### src/rtl/alu_resp_if.sv
// Command/response bundle for alu_resp.
// master drives commands and consumes responses; slave is the responder.
interface alu_resp_if #(
    parameter int WIDTH = 4
);
    logic             cmd_valid;
    logic             cmd_ready;
    logic [2:0]       opcode;
    logic [WIDTH-1:0] operand_a;
    logic [WIDTH-1:0] operand_b;
    logic             rsp_valid;
    logic             rsp_ready;
    logic [WIDTH-1:0] result;
    logic             overflow;
    logic             ovf_clr;
    logic             ovf_sticky;

    modport master (
        output cmd_valid, opcode, operand_a, operand_b,
        output rsp_ready, ovf_clr,
        input  cmd_ready, rsp_valid, result, overflow, ovf_sticky
    );

    modport slave (
        input  cmd_valid, opcode, operand_a, operand_b,
        input  rsp_ready, ovf_clr,
        output cmd_ready, rsp_valid, result, overflow, ovf_sticky
    );
endinterface

### src/rtl/alu_resp.sv
// Handshaked registered ALU responder: IDLE accept, EXEC compute, RESP hold.
// Optional sticky overflow flag enabled by defining ALU_STICKY_OVF_EN.
module alu_resp #(
    parameter int WIDTH = 4
) (
    input logic      clk,
    input logic      rst,
    alu_resp_if.slave bus
);
    localparam int MSB = WIDTH - 1;

    typedef enum logic [1:0] {
        IDLE,
        EXEC,
        RESP
    } state_t;

    state_t           state_q;
    state_t           state_d;
    logic [2:0]       op_q;
    logic [WIDTH-1:0] a_q;
    logic [WIDTH-1:0] b_q;
    logic [WIDTH-1:0] res_q;
    logic             ovf_q;
    logic [WIDTH-1:0] alu_res;
    logic             alu_ovf;
    logic [WIDTH-1:0] sum;
    logic [WIDTH-1:0] diff;

    always_ff @(posedge clk) begin
        if (rst) begin
            state_q <= IDLE;
        end else begin
            state_q <= state_d;
        end
    end

    always_comb begin
        state_d = state_q;
        unique case (state_q)
            IDLE:    if (bus.cmd_valid) state_d = EXEC;
            EXEC:    state_d = RESP;
            RESP:    if (bus.rsp_ready) state_d = IDLE;
            default: state_d = IDLE;
        endcase
    end

    // Operands are frozen at acceptance so later bus changes cannot leak in.
    always_ff @(posedge clk) begin
        if (rst) begin
            op_q <= '0;
            a_q  <= '0;
            b_q  <= '0;
        end else if (state_q == IDLE && bus.cmd_valid) begin
            op_q <= bus.opcode;
            a_q  <= bus.operand_a;
            b_q  <= bus.operand_b;
        end
    end

    always_comb begin
        sum     = a_q + b_q;
        diff    = a_q - b_q;
        alu_res = '0;
        alu_ovf = 1'b0;
        unique case (op_q)
            3'd0: begin
                alu_res = sum;
                alu_ovf = (a_q[MSB] == b_q[MSB]) && (sum[MSB] != a_q[MSB]);
            end
            3'd1: begin
                alu_res = diff;
                alu_ovf = (a_q[MSB] != b_q[MSB]) && (diff[MSB] != a_q[MSB]);
            end
            3'd2: alu_res = a_q & b_q;
            3'd3: alu_res = a_q | b_q;
            3'd4: alu_res = a_q ^ b_q;
            3'd5: alu_res = ~a_q;
            3'd6: begin
                alu_res = {a_q[MSB-1:0], 1'b0};
                alu_ovf = a_q[MSB];
            end
            3'd7: begin
                alu_res = {1'b0, a_q[MSB:1]};
                alu_ovf = a_q[0];
            end
            default: ;
        endcase
    end

    always_ff @(posedge clk) begin
        if (rst) begin
            res_q <= '0;
            ovf_q <= 1'b0;
        end else if (state_q == EXEC) begin
            res_q <= alu_res;
            ovf_q <= alu_ovf;
        end
    end

`ifdef ALU_STICKY_OVF_EN
    logic sticky_q;

    // A new overflow outranks a simultaneous clear.
    always_ff @(posedge clk) begin
        if (rst) begin
            sticky_q <= 1'b0;
        end else if (state_q == EXEC && alu_ovf) begin
            sticky_q <= 1'b1;
        end else if (bus.ovf_clr) begin
            sticky_q <= 1'b0;
        end
    end

    assign bus.ovf_sticky = sticky_q;
`else
    logic unused_ovf_clr;
    assign unused_ovf_clr = bus.ovf_clr;
    assign bus.ovf_sticky = 1'b0;
`endif

    assign bus.cmd_ready = (state_q == IDLE);
    assign bus.rsp_valid = (state_q == RESP);
    assign bus.result    = res_q;
    assign bus.overflow  = ovf_q;
endmodule

### src/flat_wrapper.sv
// flat-port wrapper written by rule: the top's interface ports become plain ports
module alu_resp_flat 
#(
    parameter int WIDTH = 4
)
  (clk, rst, bus_cmd_valid, bus_opcode, bus_operand_a, bus_operand_b, bus_rsp_ready, bus_ovf_clr, bus_cmd_ready, bus_rsp_valid, bus_result, bus_overflow, bus_ovf_sticky);
  alu_resp_if #(.WIDTH(WIDTH)) bus_i ();
  input logic clk;
  input logic rst;
  input wire logic [$bits(bus_i.cmd_valid)-1:0] bus_cmd_valid;
  input wire logic [$bits(bus_i.opcode)-1:0] bus_opcode;
  input wire logic [$bits(bus_i.operand_a)-1:0] bus_operand_a;
  input wire logic [$bits(bus_i.operand_b)-1:0] bus_operand_b;
  input wire logic [$bits(bus_i.rsp_ready)-1:0] bus_rsp_ready;
  input wire logic [$bits(bus_i.ovf_clr)-1:0] bus_ovf_clr;
  output wire logic [$bits(bus_i.cmd_ready)-1:0] bus_cmd_ready;
  output wire logic [$bits(bus_i.rsp_valid)-1:0] bus_rsp_valid;
  output wire logic [$bits(bus_i.result)-1:0] bus_result;
  output wire logic [$bits(bus_i.overflow)-1:0] bus_overflow;
  output wire logic [$bits(bus_i.ovf_sticky)-1:0] bus_ovf_sticky;
  assign bus_i.cmd_valid = bus_cmd_valid;
  assign bus_i.opcode = bus_opcode;
  assign bus_i.operand_a = bus_operand_a;
  assign bus_i.operand_b = bus_operand_b;
  assign bus_i.rsp_ready = bus_rsp_ready;
  assign bus_i.ovf_clr = bus_ovf_clr;
  assign bus_cmd_ready = bus_i.cmd_ready;
  assign bus_rsp_valid = bus_i.rsp_valid;
  assign bus_result = bus_i.result;
  assign bus_overflow = bus_i.overflow;
  assign bus_ovf_sticky = bus_i.ovf_sticky;
  alu_resp #(.WIDTH(WIDTH)) u_core (.clk(clk), .rst(rst), .bus(bus_i));
endmodule
### config.mk
export PLATFORM = sky130hd
export DESIGN_NAME = alu_resp_flat
export DESIGN_NICKNAME = d
export VERILOG_FILES = /design/src/rtl/alu_resp_if.sv /design/src/rtl/alu_resp.sv /design/src/flat_wrapper.sv
export SDC_FILE = /design/constraint.sdc
export NUM_CORES = 1
export LEC_CHECK = 0
export ABC_AREA = 1
export CELL_PAD_IN_SITES_DETAIL_PLACEMENT = 1
export CELL_PAD_IN_SITES_GLOBAL_PLACEMENT = 1
export CORE_MARGIN = 2
export CORE_UTILIZATION = 40
export CTS_BUF_LIST = sky130_fd_sc_hd__clkbuf_4 sky130_fd_sc_hd__clkbuf_8
export CTS_CLUSTER_DIAMETER = 200
export CTS_CLUSTER_SIZE = 20
export DETAILED_ROUTE_END_ITERATION = 12
export PLACE_DENSITY_LB_ADDON = 0.12
export SETUP_SLACK_MARGIN = 0.05
export SYNTH_ARGS = -nofsm -noshare
export SYNTH_HDL_FRONTEND = slang
export SYNTH_SLANG_ARGS = --single-unit
export TNS_END_PERCENT = 100
### constraint.sdc
create_clock -name clk -period 3.7 [get_ports clk]
set_input_delay 0.74 -clock clk [delete_from_list [all_inputs] [get_ports clk]]
set_output_delay 0.74 -clock clk [all_outputs]
set_load 0.005 [all_outputs]
==> results.md <==
- Final clock skew: roughly 0.0019 ns
- Flop and latch count out of synthesis: 18
- Power density of the placed cells: 334 mW/mm²
- Chip Width: about 61 µm
- Die area: roughly 0.0037 mm²
- Post-layout minimum cycle time: around 2.1 ns
- Min-delay worst type: flop to flop
- Setup repair after global routing missed its margin: false
- Achievable Freq: just under 500 MHz
- CP max stage cell: sky130_fd_sc_hd__clkdlybuf4s50_1
- Final weighted congestion of routability-driven global placement: approximately 0.89
- Depth of the CTS H-tree: 1
- I/O Buffers: 21
- Final number of max-transition violations: 0
- Cell type with the largest total area after synthesis: sky130_fd_sc_hd__dfxtp_1
- Max transition margin: 0.544
- Worst endpoint data arrival time: 1.33 ns
- Number of antenna violations at the first check in global routing: 0
- Leakage power of the design: a little under 0.0007 µW
- Portion of the post-synthesis area used by sequential elements: 0.282
- Initial core utilization: 0.419
- Clock net sink count: 18
- Fraction of the cycle the final worst path needs: 0.559
- GR Layer Usage met1: 0.277
- Number of buffers added for setup after CTS: 0
- CP Capture Type: output port
- Met2 usage in global routing: 0.388
- Number of buffers inserted during clock tree synthesis: 3
- Count of routing violations after the opening detailed-route iteration: 29
- Combined area of all synthesized cells: about 0.0013 mm²
- Area contributors post-synth: sky130_fd_sc_hd__dfxtp_1 28%, sky130_fd_sc_hd__ha_1 11%, sky130_fd_sc_hd__nand2_1 10%
- Avg Inst Size Synth: just under 7 µm²
- Pre-Repair DR Iteration Count: 4
- Crit Reg-Reg Endpoint: u_core.bus.overflow$_SDFFE_PP0N_
- Worst-path clk slew: 0.10 ns
- Hold violation total from the final report: 0
- Count of pins on the block boundary: 24
- Post-Synthesis Net Count: 217
- Maxcap violations: 0
- Post-synth top flop: sky130_fd_sc_hd__dfxtp_1
- Utilization of the core after routing: 0.504
- Slew @ Worst Pin: just under 0.7 ns
- Routed Antenna Nets: 0
- Most Used Layer, Global Route: met2
- Via count of the first global-routing pass: about 1,200
- Number of enable-type register cells in the synthesized netlist: 0
- Yosys synthesis warning count: 0
- Core Footprint: approximately 0.0031 mm²
- Data required time of the worst path: between 2 and 3 ns
- Nets: ~240
- Synth top cells by count: 34 x sky130_fd_sc_hd__nand2_1, 26 x sky130_fd_sc_hd__inv_1, 20 x sky130_fd_sc_hd__nor2_1
- Gate count after technology mapping: between 150 and 200
- Root cell of the clock tree: sky130_fd_sc_hd__clkbuf_4
- Worst VDD drop: ~140 µV
- Type of the worst setup path: flop to output port
- First-pass GRT wire length: 5.87 mm
- Largest stage delay on the critical path: between 0.5 and 0.6 ns
- Yosys cell types: 27
- Vias after detailed routing: between 1,000 and 1,500
- Remaining design rule violation count: 0
- Clock insertion delay at the later pin of the skew report: 0.29 ns
- DR vias/cell: 5.04
- Total overflow reported by the global router: 0
- Worst hold path stage count: 2
- Run status: finished, final reports clean
- Worst R2R Setup Slack: ~1.8 ns
- Critical path, cell by cell: inv_1, nor2_1, clkdlybuf4s50_1
- DP Worst Slack: 1.54 ns
- Half-perimeter wire length of the detailed placement result: ~2.8 mm
- Worst Path Buf+Inv: 2
- Kind of cell adding the most delay to the critical path: buffers and inverters
- TNS Setup: 0 ns
- Global-route total usage across every layer: 0.219
- Resize count post-CTS: 0
- Worst-path fanout max: 2
- Number of cells on the critical path: 3
- Number of diodes: 0
- Hold path startpoint: u_core.bus.result[2]$_SDFFE_PP0N_
- Met3 global-route usage: 0.0320
- Timing startpoint of the critical path: u_core.state_q[1]$_SDFFE_PP0P_
- Final WL: ~3.5 mm
- Worst setup SP type: flop
- Area Overhead vs Synth: 20.3%
- Std cell rows: 20
- Cell count of the worst reg-to-reg path: 11
- Final worst setup slack: about 1.6 ns
- Floorplan die height: just over 60 µm
- Cell with the most instances after synthesis: sky130_fd_sc_hd__nand2_1
- Average routed wire per standard cell: between 10 and 15 µm
- Maximum number of pins on one net before global-route repair: 24
- End point of the worst hold path: u_core.bus.result[2]$_SDFFE_PP0N_
- Ratio of cells with drive above 1 in the final layout: 0.0676
- Startpoint of the worst-slack reg-to-reg timing path: u_core.a_q[2]$_SDFFE_PP0P_
- Post-synth ARST share: 0
- Number of endpoints failing setup at the final stage: 0
- TritonCTS clock tree: built
- Fraction of synthesized cell area taken by the top area cell type: 0.282
- CTS max path bufs: 2
- Hold-fix buffers at CTS: 0
[worst max-delay path by stage]
stage                     slack (ns)                           endpoint
after floorplan                 2.18  u_core.bus.result[1]$_SDFFE_PP0N_
after global placement          1.63         u_core.b_q[3]$_SDFFE_PP0P_
after detailed placement        1.54        u_core.op_q[2]$_SDFFE_PP0P_
after CTS                       1.61                      bus_rsp_valid
after global routing            1.56                      bus_rsp_valid
final                           1.63                      bus_rsp_valid
[sequential cells by signal, indices dropped and copies added, names as in the netlist]
register,cells
u_core.b_q,4
u_core.bus.result,4
u_core.bus.overflow,1
u_core.op_q,3
u_core.a_q,4
u_core.state_q,2
[layer usage]
layer | vias to the layer above | share of wire
met3 | 5 | 0.035
li1 | 637 | -
met4 | 0 | 0.011
met2 | 21 | 0.49
met5 | - | 0
met1 | 602 | 0.46
[cell usage in the layout (no fill, tap or decap), drive strengths merged]
cell           instances
nor3                   2
o21ai                 17
a41oi                  1
dfxtp                 18
a21oi                 19
ha                    11
clkbuf                 4
nand3b                 1
a31oi                  1
nand4                  2
fa                     2
or2                    1
nand3                 17
clkdlybuf4s50         21
xor2                   1
conb                   1
nand2                 35
inv                   29
nor2                  24
[cell type report]
type,count,area (µm²)
clock buffers,4,36.3
fillers,425,1520
inverters,29,109
multi-input cells,135,767
flip-flops and latches,18,360
well taps,44,55.1
repair buffers,21,210
[worst min-delay path, stage by stage, from the launching register on]
cell and delay [ns]:
sky130_fd_sc_hd__dfxtp_1 0.33, sky130_fd_sc_hd__nand2_1 0.06, sky130_fd_sc_hd__a21oi_1 0.05
[power breakdown]
part / total [µW] / switching, µW / internal [µW] / leakage [µW]
clock network: 122 / 62.3 / 60.0 / 0.0000210
logic: 163 / 95.2 / 67.4 / 0.000511
registers: 229 / 19.1 / 210 / 0.000149
total: 514 / 177 / 337 / 0.000681
[logic make-up (layout without fill, tap and decap cells)]
logic type | count (synthesis) | count (layout) | share of synthesized area
flops | 18 | 18 | 0.282
xor+xnor | 1 | 1 | 0.00685
other cells | 1 | 1 | 0.00293
fa+ha+maj | 13 | 13 | 0.139
buf+inv | 35 | 54 | 0.118
simple gates | 82 | 82 | 0.296
compound gates | 38 | 38 | 0.156
[metrics by stage]
stage	hold WS (ns)	cell area, µm²	power [µW]	instances
2_1_floorplan	0.454	1280	340	188
3_3_place_gp	0.458	1500	387	247
3_5_place_dp	0.464	1500	397	247
4_1_cts	0.481	1540	524	251
5_1_grt	0.500	1540	554	251
6_report	0.478	1540	514	251
Note: power is estimated with default switching activity, not from simulation.
==> patch (same flow settings) <==
Add a define of `ALU_STICKY_OVF_EN`.
--- a/src/rtl/alu_resp.sv
+++ b/src/rtl/alu_resp.sv
@@ -1,5 +1,7 @@
 // Handshaked registered ALU responder: IDLE accept, EXEC compute, RESP hold.
 // Optional sticky overflow flag enabled by defining ALU_STICKY_OVF_EN.
+`define ALU_STICKY_OVF_EN
+
 module alu_resp #(
     parameter int WIDTH = 4
 ) (
Function: changed (a bounded check fails within 4 cycles, from zero or initial values and one cycle with rst high).
==> patch against the original RTL <==
Die area is 2.6% lower; area after synthesis fell by 2.7%; first-iteration DRC count grew 45%; cell area shrank 0.24%; total power grew 0.20%; sequential cell count grew 1; largest cell class unchanged; wire length up 5.9%; count of clock-buffer cells in the layout unchanged; setup slack lost 0.020 ns; critical path depth stayed put.
==> patch: results (changes against the original RTL) <==
status finished clean (unchanged); Critical Path Fanout Max 2 (unchanged); nets@finish 239 (was 237); DR vias 1292 (was 1265); XOR/XNOR Fraction of Synth Area 0.0141 (was 0.00685); worst reg2reg startpoint u_core.a_q[2] (unchanged); Skew-Pair Late Insertion Delay 0.30 ns; DP HPWL 3.03 mm (was 2.82 mm); FF-to-FF setup slack 1.80 ns (was 1.84 ns); Synth top cells by count 34 x nand2_1, 26 x inv_1, 20 x a21oi_1, 20 x nor2_1, 19 x dfxtp_1 (was 34 x nand2_1, 26 x inv_1, 20 x nor2_1, 18 x a21oi_1, 18 x dfxtp_1); port bufs 23 (was 21); delay-heaviest family, CP buffers and inverters (unchanged); multiplexer share of the synthesized area 0 (unchanged); Max stage delay on crit path 0.52 ns (about the same); sequential fraction of the synthesis area 0.306 (was 0.282); gr usage total 0.238 (was 0.219); first-pass detailed-route iteration total 4 (unchanged); CTS Buf Count 3 (unchanged); WL final 3.70 mm (was 3.49 mm); CP Capture Point bus_rsp_valid (unchanged); Fin Clk Skew 0.00237 ns (was 0.00186 ns); Worst VDD drop 0.193 mV (was 0.139 mV); clock slew at reported path FFs roughly 0.11 ns; adder-cell area share of the yosys netlist 0.143 (was 0.139); Synth Area in Compound Gates 0.173 (was 0.156); DRT iter0 DRCs 42 (was 29); # fillers 411 (was 425); post-synthesis net count 214 (was 217); Leakage 0.663 nW (was 0.681 nW); first-pass GRT wire length 6.30 mm (was 5.87 mm); Post-synth ARST share 0 (unchanged); GPL Wtd Cong 0.808 (was 0.887); synth unique cells 23 (was 27); Crit. Startpoint u_core.state_q[1] (unchanged); Post-CTS Setup Bufs 0 (unchanged); fraction of layout cells with a size suffix above 1 0.0431 (was 0.0676); CP arrival 1.35 ns (was 1.33 ns); reg2reg end u_core.bus.overflow (unchanged); slew margin rel. 0.596 (was 0.544); largest cells by area after synthesis dfxtp_1 31%, ha_1 11%, nand2_1 10%, a21oi_1 8.0%, inv_1 7.8% (was dfxtp_1 28%, ha_1 11%, nand2_1 10%, inv_1 7.6%, a21oi_1 7.0%); initial antenna violation count 0 (unchanged); Worst Hold Class reg -> reg (unchanged); largest net degree at the start of global routing 24 (unchanged); vias in the first global route 1396 (was 1216); ANT cells 0 (unchanged); Reg2Reg Depth 11 (unchanged)
-- patch: cell types whose count changed in the layout (fill, tap and decap cells not counted), sizes merged, moves of 2 or more --
cell / before / now
or2: 1 / 3
nor2: 24 / 20
a21oi: 19 / 21
clkdlybuf4s50: 21 / 23
-- patch: cells by family (layout without fill, tap and decap cells) --
group                    after synthesis  after routing
flip-flops                            19             19
buffers and inverters                 31             55
XOR/XNOR                               2              2
adder cells (fa/ha/maj)               13             13
AO/OA/AOI/OAI                         41             41
AND/OR/NAND/NOR                       79             79
-- patch: worst min-delay path by stage --
stage                                        to  slack (ns)             startpoint  cells after the start
after global routing      u_core.bus.ovf_sticky        0.50  u_core.bus.ovf_sticky                      2
final                     u_core.bus.ovf_sticky        0.47  u_core.bus.ovf_sticky                      2
after detailed placement  u_core.bus.ovf_sticky        0.46  u_core.bus.ovf_sticky                      2
after floorplan                   u_core.b_q[3]        0.45          u_core.b_q[3]                      2
after CTS                 u_core.bus.ovf_sticky        0.48  u_core.bus.ovf_sticky                      2
after global placement    u_core.bus.ovf_sticky        0.45  u_core.bus.ovf_sticky                      2
-- patch: stage by stage --
step           worst slack, ns  cell area [um2]  std cells
2_1_floorplan             2.17             1240        185
3_5_place_dp              1.58             1500        238
6_report                  1.61             1530        242
4_1_cts                   1.60             1530        242
3_3_place_gp              1.68             1500        238
5_1_grt                   1.52             1530        242
-- patch: tightest hold or removal path, delay by kind of cell (launching register included) --
family	cells	cell delay [ns]
flops	1	0.33
simple gates	1	0.06
compound gates	1	0.05
-- patch: final cells by class --
cell class	count	area, um2	share of cell area
timing repair buffer	23	230	0.150
inverter	28	105	0.0685
sequential	19	380	0.248
clock buffer	4	30.0	0.0196
multi-input combinational	135	747	0.487
tap	33	41.3	0.0269
-- patch: per-layer routing --
layer	track usage	vias to the layer above	routed length [um]
li1	-	649	-
met1	0.293	606	1590
met2	0.416	29	1910
met3	0.0346	8	137
met4	0.0889	0	62
met5	0	-	0
-- patch: report_power, final --
group          internal [mW]  leakage, nW  switching, mW
clock                 0.0493       0.0184         0.0664
combinational         0.0663        0.488         0.0967
sequential             0.220        0.157         0.0159
